File: config.mk
export PLATFORM = sky130hd
export DESIGN_NAME = matrix_frame_scheduler
export DESIGN_NICKNAME = d
export VERILOG_FILES = /design/src/rtl/matrix_frame_scheduler.sv
export SDC_FILE = /design/constraint.sdc
export NUM_CORES = 1
export LEC_CHECK = 0
export ABC_AREA = 1
export BUFFER_PORTS_ARGS = -buffer_cell sky130_fd_sc_hd__buf_2
export CAP_MARGIN = 20
export CORE_MARGIN = 5
export CORE_UTILIZATION = 25
export CTS_CLUSTER_SIZE = 30
export DETAILED_ROUTE_END_ITERATION = 12
export PLACE_DENSITY_LB_ADDON = 0.1
export SETUP_SLACK_MARGIN = 0.15
export SLEW_MARGIN = 20
export SYNTH_ARGS = -nofsm -noshare
export SYNTH_HDL_FRONTEND = slang
export SYNTH_SLANG_ARGS = --single-unit
File: constraint.sdc
create_clock -name clk -period 3.2 [get_ports clk]
set_input_delay 0.16 -clock clk [delete_from_list [all_inputs] [get_ports clk]]
set_output_delay 0.16 -clock clk [all_outputs]
set_load 0.005 [all_outputs]
File: src/rtl/matrix_frame_scheduler.sv
// matrix_frame_scheduler
//   Row-scan controller and frame-boundary arbiter for the 8x8 red/green dot
//   matrix. A clock divider produces one row slot every SCAN_DIV cycles; each
//   slot loads the row select plus the column data of the current owner.
//   Ownership (locked icon, open icon, alarm) only changes on the edge that
//   loads row 7, so every frame is drawn entirely by one source.
//
//   Optional feature macro: ALARM_BLINK_EN
//     When defined, the alarm pattern blinks with a half-period of
//     BLINK_FRAMES frames. When undefined the alarm is steady and no blink
//     logic exists.
//
// Ports
//   clk          system clock
//   rst          synchronous reset, active-high
//   req[2:0]     requests: [0] locked icon, [1] open icon, [2] alarm
//   src_r[23:0]  red column data for row_addr, source i at [8i+7:8i]
//   src_g[23:0]  green column data for row_addr, same packing
//   row_addr     row the sources must present data for
//   grant        one-hot current owner, 000 when idle
//   frame_start  one-cycle pulse after row 0 is loaded
//   row_dian     active-low row select
//   r_col/g_col  active-high red / green columns
module matrix_frame_scheduler #(
  parameter int SCAN_DIV     = 100,
  parameter int HOLD_FRAMES  = 64,
  parameter int BLINK_FRAMES = 32
) (
  input  logic        clk,
  input  logic        rst,
  input  logic [2:0]  req,
  input  logic [23:0] src_r,
  input  logic [23:0] src_g,
  output logic [2:0]  row_addr,
  output logic [2:0]  grant,
  output logic        frame_start,
  output logic [7:0]  row_dian,
  output logic [7:0]  r_col,
  output logic [7:0]  g_col
);

  localparam int DIV_W  = (SCAN_DIV > 1) ? $clog2(SCAN_DIV) : 1;
  localparam int HOLD_W = $clog2(HOLD_FRAMES + 1);

  localparam logic [DIV_W-1:0]  DIV_LAST  = DIV_W'(SCAN_DIV - 1);
  localparam logic [HOLD_W-1:0] HOLD_LAST = HOLD_W'(HOLD_FRAMES - 1);

  if (SCAN_DIV < 1) begin : g_bad_scan_div
    $error("SCAN_DIV must be >= 1");
  end
  if (HOLD_FRAMES < 1) begin : g_bad_hold_frames
    $error("HOLD_FRAMES must be >= 1");
  end
  if (BLINK_FRAMES < 1) begin : g_bad_blink_frames
    $error("BLINK_FRAMES must be >= 1");
  end

  typedef enum logic {
    IDLE = 1'b0,
    SHOW = 1'b1
  } state_t;

  state_t            state_q, state_d;
  logic [DIV_W-1:0]  div_q;
  logic [2:0]        row_addr_q;
  logic [2:0]        grant_q, grant_d;
  logic [HOLD_W-1:0] hold_q, hold_d;
  logic              frame_start_q;
  logic [7:0]        row_dian_q, r_col_q, g_col_q;

  logic              tick;
  logic              boundary;
  logic [2:0]        top_req;
  logic [2:0]        alt_req;
  logic [7:0]        col_r, col_g;

  function automatic logic [2:0] pick(input logic [2:0] r);
    logic [2:0] p;
    p = 3'b000;
    if (r[2])      p = 3'b100;
    else if (r[1]) p = 3'b010;
    else if (r[0]) p = 3'b001;
    return p;
  endfunction

  assign tick     = (div_q == DIV_LAST);
  assign boundary = tick && (row_addr_q == 3'd7);
  assign top_req  = pick(req);
  assign alt_req  = pick(req & ~grant_q);

  // Arbitration, evaluated only on the edge that loads row 7.
  always_comb begin
    state_d = state_q;
    grant_d = grant_q;
    hold_d  = hold_q;
    if (boundary) begin
      case (state_q)
        IDLE: begin
          if (req != 3'b000) begin
            state_d = SHOW;
            grant_d = top_req;
            hold_d  = '0;
          end
        end
        SHOW: begin
          if ((req & grant_q) == 3'b000) begin
            // owner withdrew: hand over at once, hold time irrelevant
            grant_d = alt_req;
            hold_d  = '0;
            if (alt_req == 3'b000) state_d = IDLE;
          end else if (req[2] && !grant_q[2]) begin
            grant_d = 3'b100;
            hold_d  = '0;
          end else if ((top_req != grant_q) && (hold_q >= HOLD_LAST)) begin
            // top_req differs from a still-requesting owner only if higher
            grant_d = top_req;
            hold_d  = '0;
          end else if (hold_q != HOLD_LAST) begin
            hold_d = hold_q + HOLD_W'(1);
          end
        end
        default: begin
          state_d = IDLE;
          grant_d = 3'b000;
          hold_d  = '0;
        end
      endcase
    end
  end

`ifdef ALARM_BLINK_EN
  localparam int BLINK_W = $clog2(BLINK_FRAMES + 1);
  localparam logic [BLINK_W-1:0] BLINK_LAST = BLINK_W'(BLINK_FRAMES - 1);

  logic [BLINK_W-1:0] blink_cnt_q, blink_cnt_d;
  logic               blink_off_q, blink_off_d;

  // Phase restarts "on" whenever the alarm newly takes the matrix.
  always_comb begin
    blink_cnt_d = blink_cnt_q;
    blink_off_d = blink_off_q;
    if (boundary) begin
      if (grant_d != 3'b100 || grant_q != 3'b100) begin
        blink_cnt_d = '0;
        blink_off_d = 1'b0;
      end else if (blink_cnt_q == BLINK_LAST) begin
        blink_cnt_d = '0;
        blink_off_d = !blink_off_q;
      end else begin
        blink_cnt_d = blink_cnt_q + BLINK_W'(1);
      end
    end
  end
`endif

  always_comb begin
    col_r = 8'h00;
    col_g = 8'h00;
    case (grant_q)
      3'b001: begin col_r = src_r[7:0];   col_g = src_g[7:0];   end
      3'b010: begin col_r = src_r[15:8];  col_g = src_g[15:8];  end
      3'b100: begin col_r = src_r[23:16]; col_g = src_g[23:16]; end
      default: begin col_r = 8'h00; col_g = 8'h00; end
    endcase
`ifdef ALARM_BLINK_EN
    if (grant_q == 3'b100 && blink_off_q) begin
      col_r = 8'h00;
      col_g = 8'h00;
    end
`endif
  end

  always_ff @(posedge clk) begin
    if (rst) begin
      state_q       <= IDLE;
      div_q         <= '0;
      row_addr_q    <= 3'd0;
      grant_q       <= 3'b000;
      hold_q        <= '0;
      frame_start_q <= 1'b0;
      row_dian_q    <= 8'hFF;
      r_col_q       <= 8'h00;
      g_col_q       <= 8'h00;
`ifdef ALARM_BLINK_EN
      blink_cnt_q   <= '0;
      blink_off_q   <= 1'b0;
`endif
    end else begin
      div_q         <= tick ? '0 : div_q + DIV_W'(1);
      frame_start_q <= tick && (row_addr_q == 3'd0);
      if (tick) begin
        row_dian_q <= ~(8'b1 << row_addr_q);
        r_col_q    <= col_r;
        g_col_q    <= col_g;
        row_addr_q <= row_addr_q + 3'd1;
      end
      state_q <= state_d;
      grant_q <= grant_d;
      hold_q  <= hold_d;
`ifdef ALARM_BLINK_EN
      blink_cnt_q <= blink_cnt_d;
      blink_off_q <= blink_off_d;
`endif
    end
  end

  assign row_addr    = row_addr_q;
  assign grant       = grant_q;
  assign frame_start = frame_start_q;
  assign row_dian    = row_dian_q;
  assign r_col       = r_col_q;
  assign g_col       = g_col_q;

endmodule

* Word level (Yosys, flattened, before mapping)
Cells that the tools add are included.
Word-level totals: flip-flop bits (word level) 46, output and inout bits 31
Operators by class: add/sub/neg operators 3, $lt $le $gt $ge 1, equal/unequal tests 10, shift operators 1, multiplexer cells 23, bitwise gates (word level) 5, reduce and logical (&&, ||, !) cells 12
Operators with widths (number):
- $pmux W8 S3 | 2
- $mux W7 | 5
- $mux W3 | 6
- $add A7 B1 Y7 const B | 2
- $pmux W7 S2 | 1
- $logic_not A3 Y1 | 3
- $not A8 Y8 | 1
- $shl A1 B3 Y8 const A | 1
- $eq A7 B7 Y1 const B | 1
- $ge A7 B6 Y1 const B | 1
- $ne A7 B6 Y1 const B | 1
- $and A3 B3 Y3 | 2
- $eq A3 B3 Y1 const B | 2
- $pmux W3 S2 | 1
- $reduce_and A3 Y1 | 2
- $mux W1 | 5
- $ne A5 B1 Y1 const B | 1
- $logic_and A1 B1 Y1 | 4
- $mux W2 | 2
- $ne A4 B1 Y1 const B | 1
- $add A3 B1 Y3 const B | 1
- $eq A3 B1 Y1 const B | 1
- $eq A3 B2 Y1 const B | 1
- $ne A3 B3 Y1 | 1
- other kinds (7) | 7

* Logic depth before layout (Yosys ltp)
depth after elaboration 9, mapped depth 13, gate-level depth less buffers 12

* Worst setup path after synthesis
No wires, ideal clock.
path kind register -> register, start point register grant_q[2] (netlist: grant[2]), end point register grant_q[0] (netlist: grant[0]), setup time 0.116 ns, data arrival time 1.583 ns, data required time 3.084 ns, path slack 1.501 ns, stages on the path, launching flop included 12, clock period less this slack 1.699 ns, path through dfxtp_1 inv_1 ha_1 nand2_1 nor2_1 nand2_1 nand2_1 nand2_4 nand2_4 buf_6 o21ai_0 nor2_1
On the way: cells in the longest elaborated chain, start to end 5
Ends and longest elaborated chain:
- start: declaration | line 66 | logic [2:0] grant_q, grant_d;
- start signal: assignment | line 198 | grant_q <= grant_d;
- $not A3 Y3 / $logic_not A1 Y1 (equally long branches) | line 89, 111
- $and A3 B3 Y3 / $logic_and A1 B1 Y1 (equally long branches) | line 89, 111
- $mux W3 (on tied branches) | line 80, 111
- $mux W3 | line 106 | if ((req & grant_q) == 3'b000) begin
- $pmux W3 S2 | line 97 | case (state_q)
Several ways; a longest one is shown, not always the timed one. A chain may end at the register's enable or synchronous reset.

* Worst setup path in the final report
start point register div_q[0], end point register row_dian_q[1] (netlist: row_dian[1])
On the way: cells in the longest elaborated chain, start to end 1
Ends and longest elaborated chain:
- start: declaration | line 64 | logic [DIV_W-1:0] div_q;
- start signal: assignment | line 189 | div_q <= tick ? '0 : div_q + DIV_W'(1);
- $eq A7 B7 Y1 | line 86 | assign tick = (div_q == DIV_LAST);
- end signal: assignment | line 192 | row_dian_q <= ~(8'b1 << row_addr_q);
- end: declaration | line 69 | logic [7:0] row_dian_q, r_col_q, g_col_q;
No other way between the ends.

==> flow_summary_export.csv <==
group,metric,value,unit
clock_tree,cts_max_path_buffers,2,
logic_synthesis,yosys.area.top_type,"sky130_fd_sc_hd__dfxtp_1",
place,gp_congestion,0.738,
drt,via_cell_ratio,4.18,
logic_synthesis,yosysWarnings,0,
drt,number_of_iterations_in_the_first_detailed_routing_pass,4,
clock_tree,cts_max_level,2,
logic_synthesis,syn_area_per_cell,7.32,um2
finish,finish.utilization,0.325,
grt,grt_pass1_wl,10.5,mm
clock_tree,cts_setup_buffers,0,
logic_synthesis,postSynth.topFlopCell,"sky130_fd_sc_hd__dfxtp_1",
clock_tree,post_cts_resize_count,0,
grt,grt_overflow,0,
finish,mostFrequentLayoutCells,"sky130_fd_sc_hd__nand2_1 (92), sky130_fd_sc_hd__buf_2 (83), sky130_fd_sc_hd__dfxtp_1 (46)",
drt,wl_per_cell,11.9,um
logic_synthesis,synth.ff_latch_count,46,
finish,post_route_cell_area,0.00302,mm2
logic_synthesis,async_flop_share,0,
critical_path,critical_path.endpoint_type,"flop",
grt,via_count_of_the_first_global_routing_pass,2231,
grt,number_of_antenna_violations_at_the_first_check_in_global_routing,0,
sta,final_max_slew_viol_count,0,
logic_synthesis,synthDominantCellAreaShare,0.384,
drt,postRouteWirelength,6.38,mm
critical_path,crit_path_kind,"flop to flop",
critical_path,timing.critical_path.fanout_max,19,
place,hpwl,4.84,mm
die,floorplan.io_pins,84,
logic_synthesis,yosys.cell_types.count,37,
die,fp.dieArea,0.0117,mm2
sta,relSlewSlack,0.476,
logic_synthesis,seq_area_frac_synth,0.384,
power_and_ir_drop,total_leakage_power,1.33,nW
sta,post-route-worst-setup-slack,1.21,ns
critical_path,critical_path.cell_chain,"ha_1, nand3_1, nor2_4, nor2_2, inv_2, a22o_1",
finish,num_antenna_cells,0,
die,design.core.area,0.00928,mm2
sta,final-hold-violation-count,0,
die,die_height,108,um
grt,grt.total_usage,0.111,
logic_synthesis,ys_top_cells_by_area,"sky130_fd_sc_hd__dfxtp_1 (38%), sky130_fd_sc_hd__nand2_1 (14%), sky130_fd_sc_hd__a21oi_1 (6.0%)",
sta,finalCritPeriodShare,0.622,
drt,drt_first_iter_violations,57,
critical_path,worst_setup_path_start_kind,"flop",
finish,area_growth_syn_to_layout,25.8,%
sta,fin_tns_setup,0,ns
logic_synthesis,syn-cell-area,0.00240,mm2
die,floorplan.initialDensity,0.258,
sta,grt_setup_unrepaired,"no",
place,place_worst_setup_slack,1.18,ns
drt,detailroute.via_count,2250,
finish,final_common_cell,"sky130_fd_sc_hd__nand2_1",
grt,grt_max_degree,20,
die,chipWidth,108,um
finish,num-fill-cells,1059,
power_and_ir_drop,cellPowerDensity,362,mW/mm2
die,number_of_cell_rows,35,
clock_tree,number_of_buffers_added_by_the_clock_tree_synthesis_step,5,
sta,final_setup_violation_count,0,
sta,fin_skew,0.0104,ns
logic_synthesis,synth_edf_count,0,
clock_tree,cts.hold.buffers_added,0,
finish,drive_gt1_frac,0.269,
worst_hold_path,hold_path_class,"primary input to flop",
clock_tree,clock-sinks,46,
critical_path,crit_path_top_delay_cell,"sky130_fd_sc_hd__nor2_2",
place,port_buffers,83,
run_status,run_status,"complete, no violations",
sta,fmax,502,MHz
power_and_ir_drop,ir_worst_vdd,0.000171,V
power_and_ir_drop,report.power.total,0.00109,W
logic_synthesis,syn_inst,328,
place,place_area,0.00291,mm2
drt,ant_nets,0,
logic_synthesis,synth_fp_nets,391,
finish,finalNetCount,471,
clock_tree,worst_skew_pair.late_latency,0.30,ns
critical_path,worstPathRequired,3.40,ns
critical_path,critical-path-max-stage-delay,0.59,ns
critical_path,critical_path_at,2.19,ns
drt,remaining_drcs,0,
run,cap_violations,0,
clock_tree,cts_root_buffer,"sky130_fd_sc_hd__clkbuf_8",
sta,fin_crit,1.99,ns
clock_tree,clk_pin_slew,0.10,ns
clock_tree,cts_tree,"yes",
sta,worst-slew-pin-transition,0.785,ns
## metal layers
metal  wire length, um  global-route usage  up-vias
met4                36              0.0271        0
met3               520              0.0448        4
met5                 0                   0        -
met1              3110               0.146      958
li1                  -                   -     1223
met2              2720               0.170       65
## logic make-up (layout without fill, tap and decap cells)
group,Yosys count,count (layout),share of synthesized area
xor+xnor,4,4,0.0146
fa+ha+maj,10,10,0.0521
buf+inv,42,123,0.0798
simple gates,161,161,0.308
flops,46,46,0.384
compound gates,65,65,0.162
## cells in the mapped netlist, types with 2 or more instances
library cell / n
sky130_fd_sc_hd__nor3_4: 3
sky130_fd_sc_hd__buf_2: 2
sky130_fd_sc_hd__a22o_1: 3
sky130_fd_sc_hd__nor3_1: 2
sky130_fd_sc_hd__clkbuf_1: 2
sky130_fd_sc_hd__nor2_1: 32
sky130_fd_sc_hd__dfxtp_1: 46
sky130_fd_sc_hd__ha_1: 10
sky130_fd_sc_hd__o21ai_0: 10
sky130_fd_sc_hd__buf_4: 2
sky130_fd_sc_hd__nand3_1: 18
sky130_fd_sc_hd__a31oi_1: 4
sky130_fd_sc_hd__xor2_1: 3
sky130_fd_sc_hd__nor2_4: 4
sky130_fd_sc_hd__buf_6: 3
sky130_fd_sc_hd__a21oi_1: 29
sky130_fd_sc_hd__nand2_4: 2
sky130_fd_sc_hd__a221oi_1: 2
sky130_fd_sc_hd__or2_2: 2
sky130_fd_sc_hd__o21ai_1: 11
sky130_fd_sc_hd__inv_2: 2
sky130_fd_sc_hd__inv_1: 30
sky130_fd_sc_hd__nand2_1: 92
## final timing paths
check | from | to | slack (ns) | cells after the start
worst max-delay path | div_q[0] | row_dian[1] | 1.21 | 6
worst min register to register | div_q[0] | div_q[0] | 0.46 | 1
worst max register to register | div_q[0] | row_dian[1] | 1.21 | 6
worst min-delay path | src_g[7] | g_col[7] | 0.11 | 3
## per-stage QoR
step,hold WS (ns),cells
after detailed placement,0.435,530
after global routing,0.101,538
after CTS,0.101,538
after global placement,0.431,530
after floorplan,0.326,328
final,0.114,538
## flip-flops by register name, summed over array words and instances, names as in the netlist
name and cells:
row_addr 3, row_dian 8, g_col 8, frame_start 1, state_q 1, hold_q 7, div_q 7, r_col 8
grant 3
## final cells by class
cell class                      instances  area [um2]  share of cell area
Clock inverter                          3        43.8              0.0145
Tap cell                              129         161              0.0535
Clock buffer                            5        68.8              0.0228
Multi-Input combinational cell        240        1290               0.427
Sequential cell                        46         921               0.305
Inverter                               32         120              0.0398
Timing Repair Buffer                   83         415               0.138
## critical path: cells and delay by family (launching register included)
kind | cells | cell delay (ns)
AND/OR/NAND/NOR | 3 | 0.77
flip-flops | 1 | 0.34
buffers and inverters | 1 | 0.29
AO/OA/AOI/OAI | 1 | 0.25
adder cells (fa/ha/maj) | 1 | 0.23
## power by group
part	switching [W]	internal [W]	leakage, nW
Clock	0.000211	0.000234	0.0585
Combinational	0.0000359	0.0000326	0.899
Sequential	0.00000308	0.000576	0.371
Total	0.000250	0.000843	1.33
No activity file was read; power rests on OpenSTA's default activity.
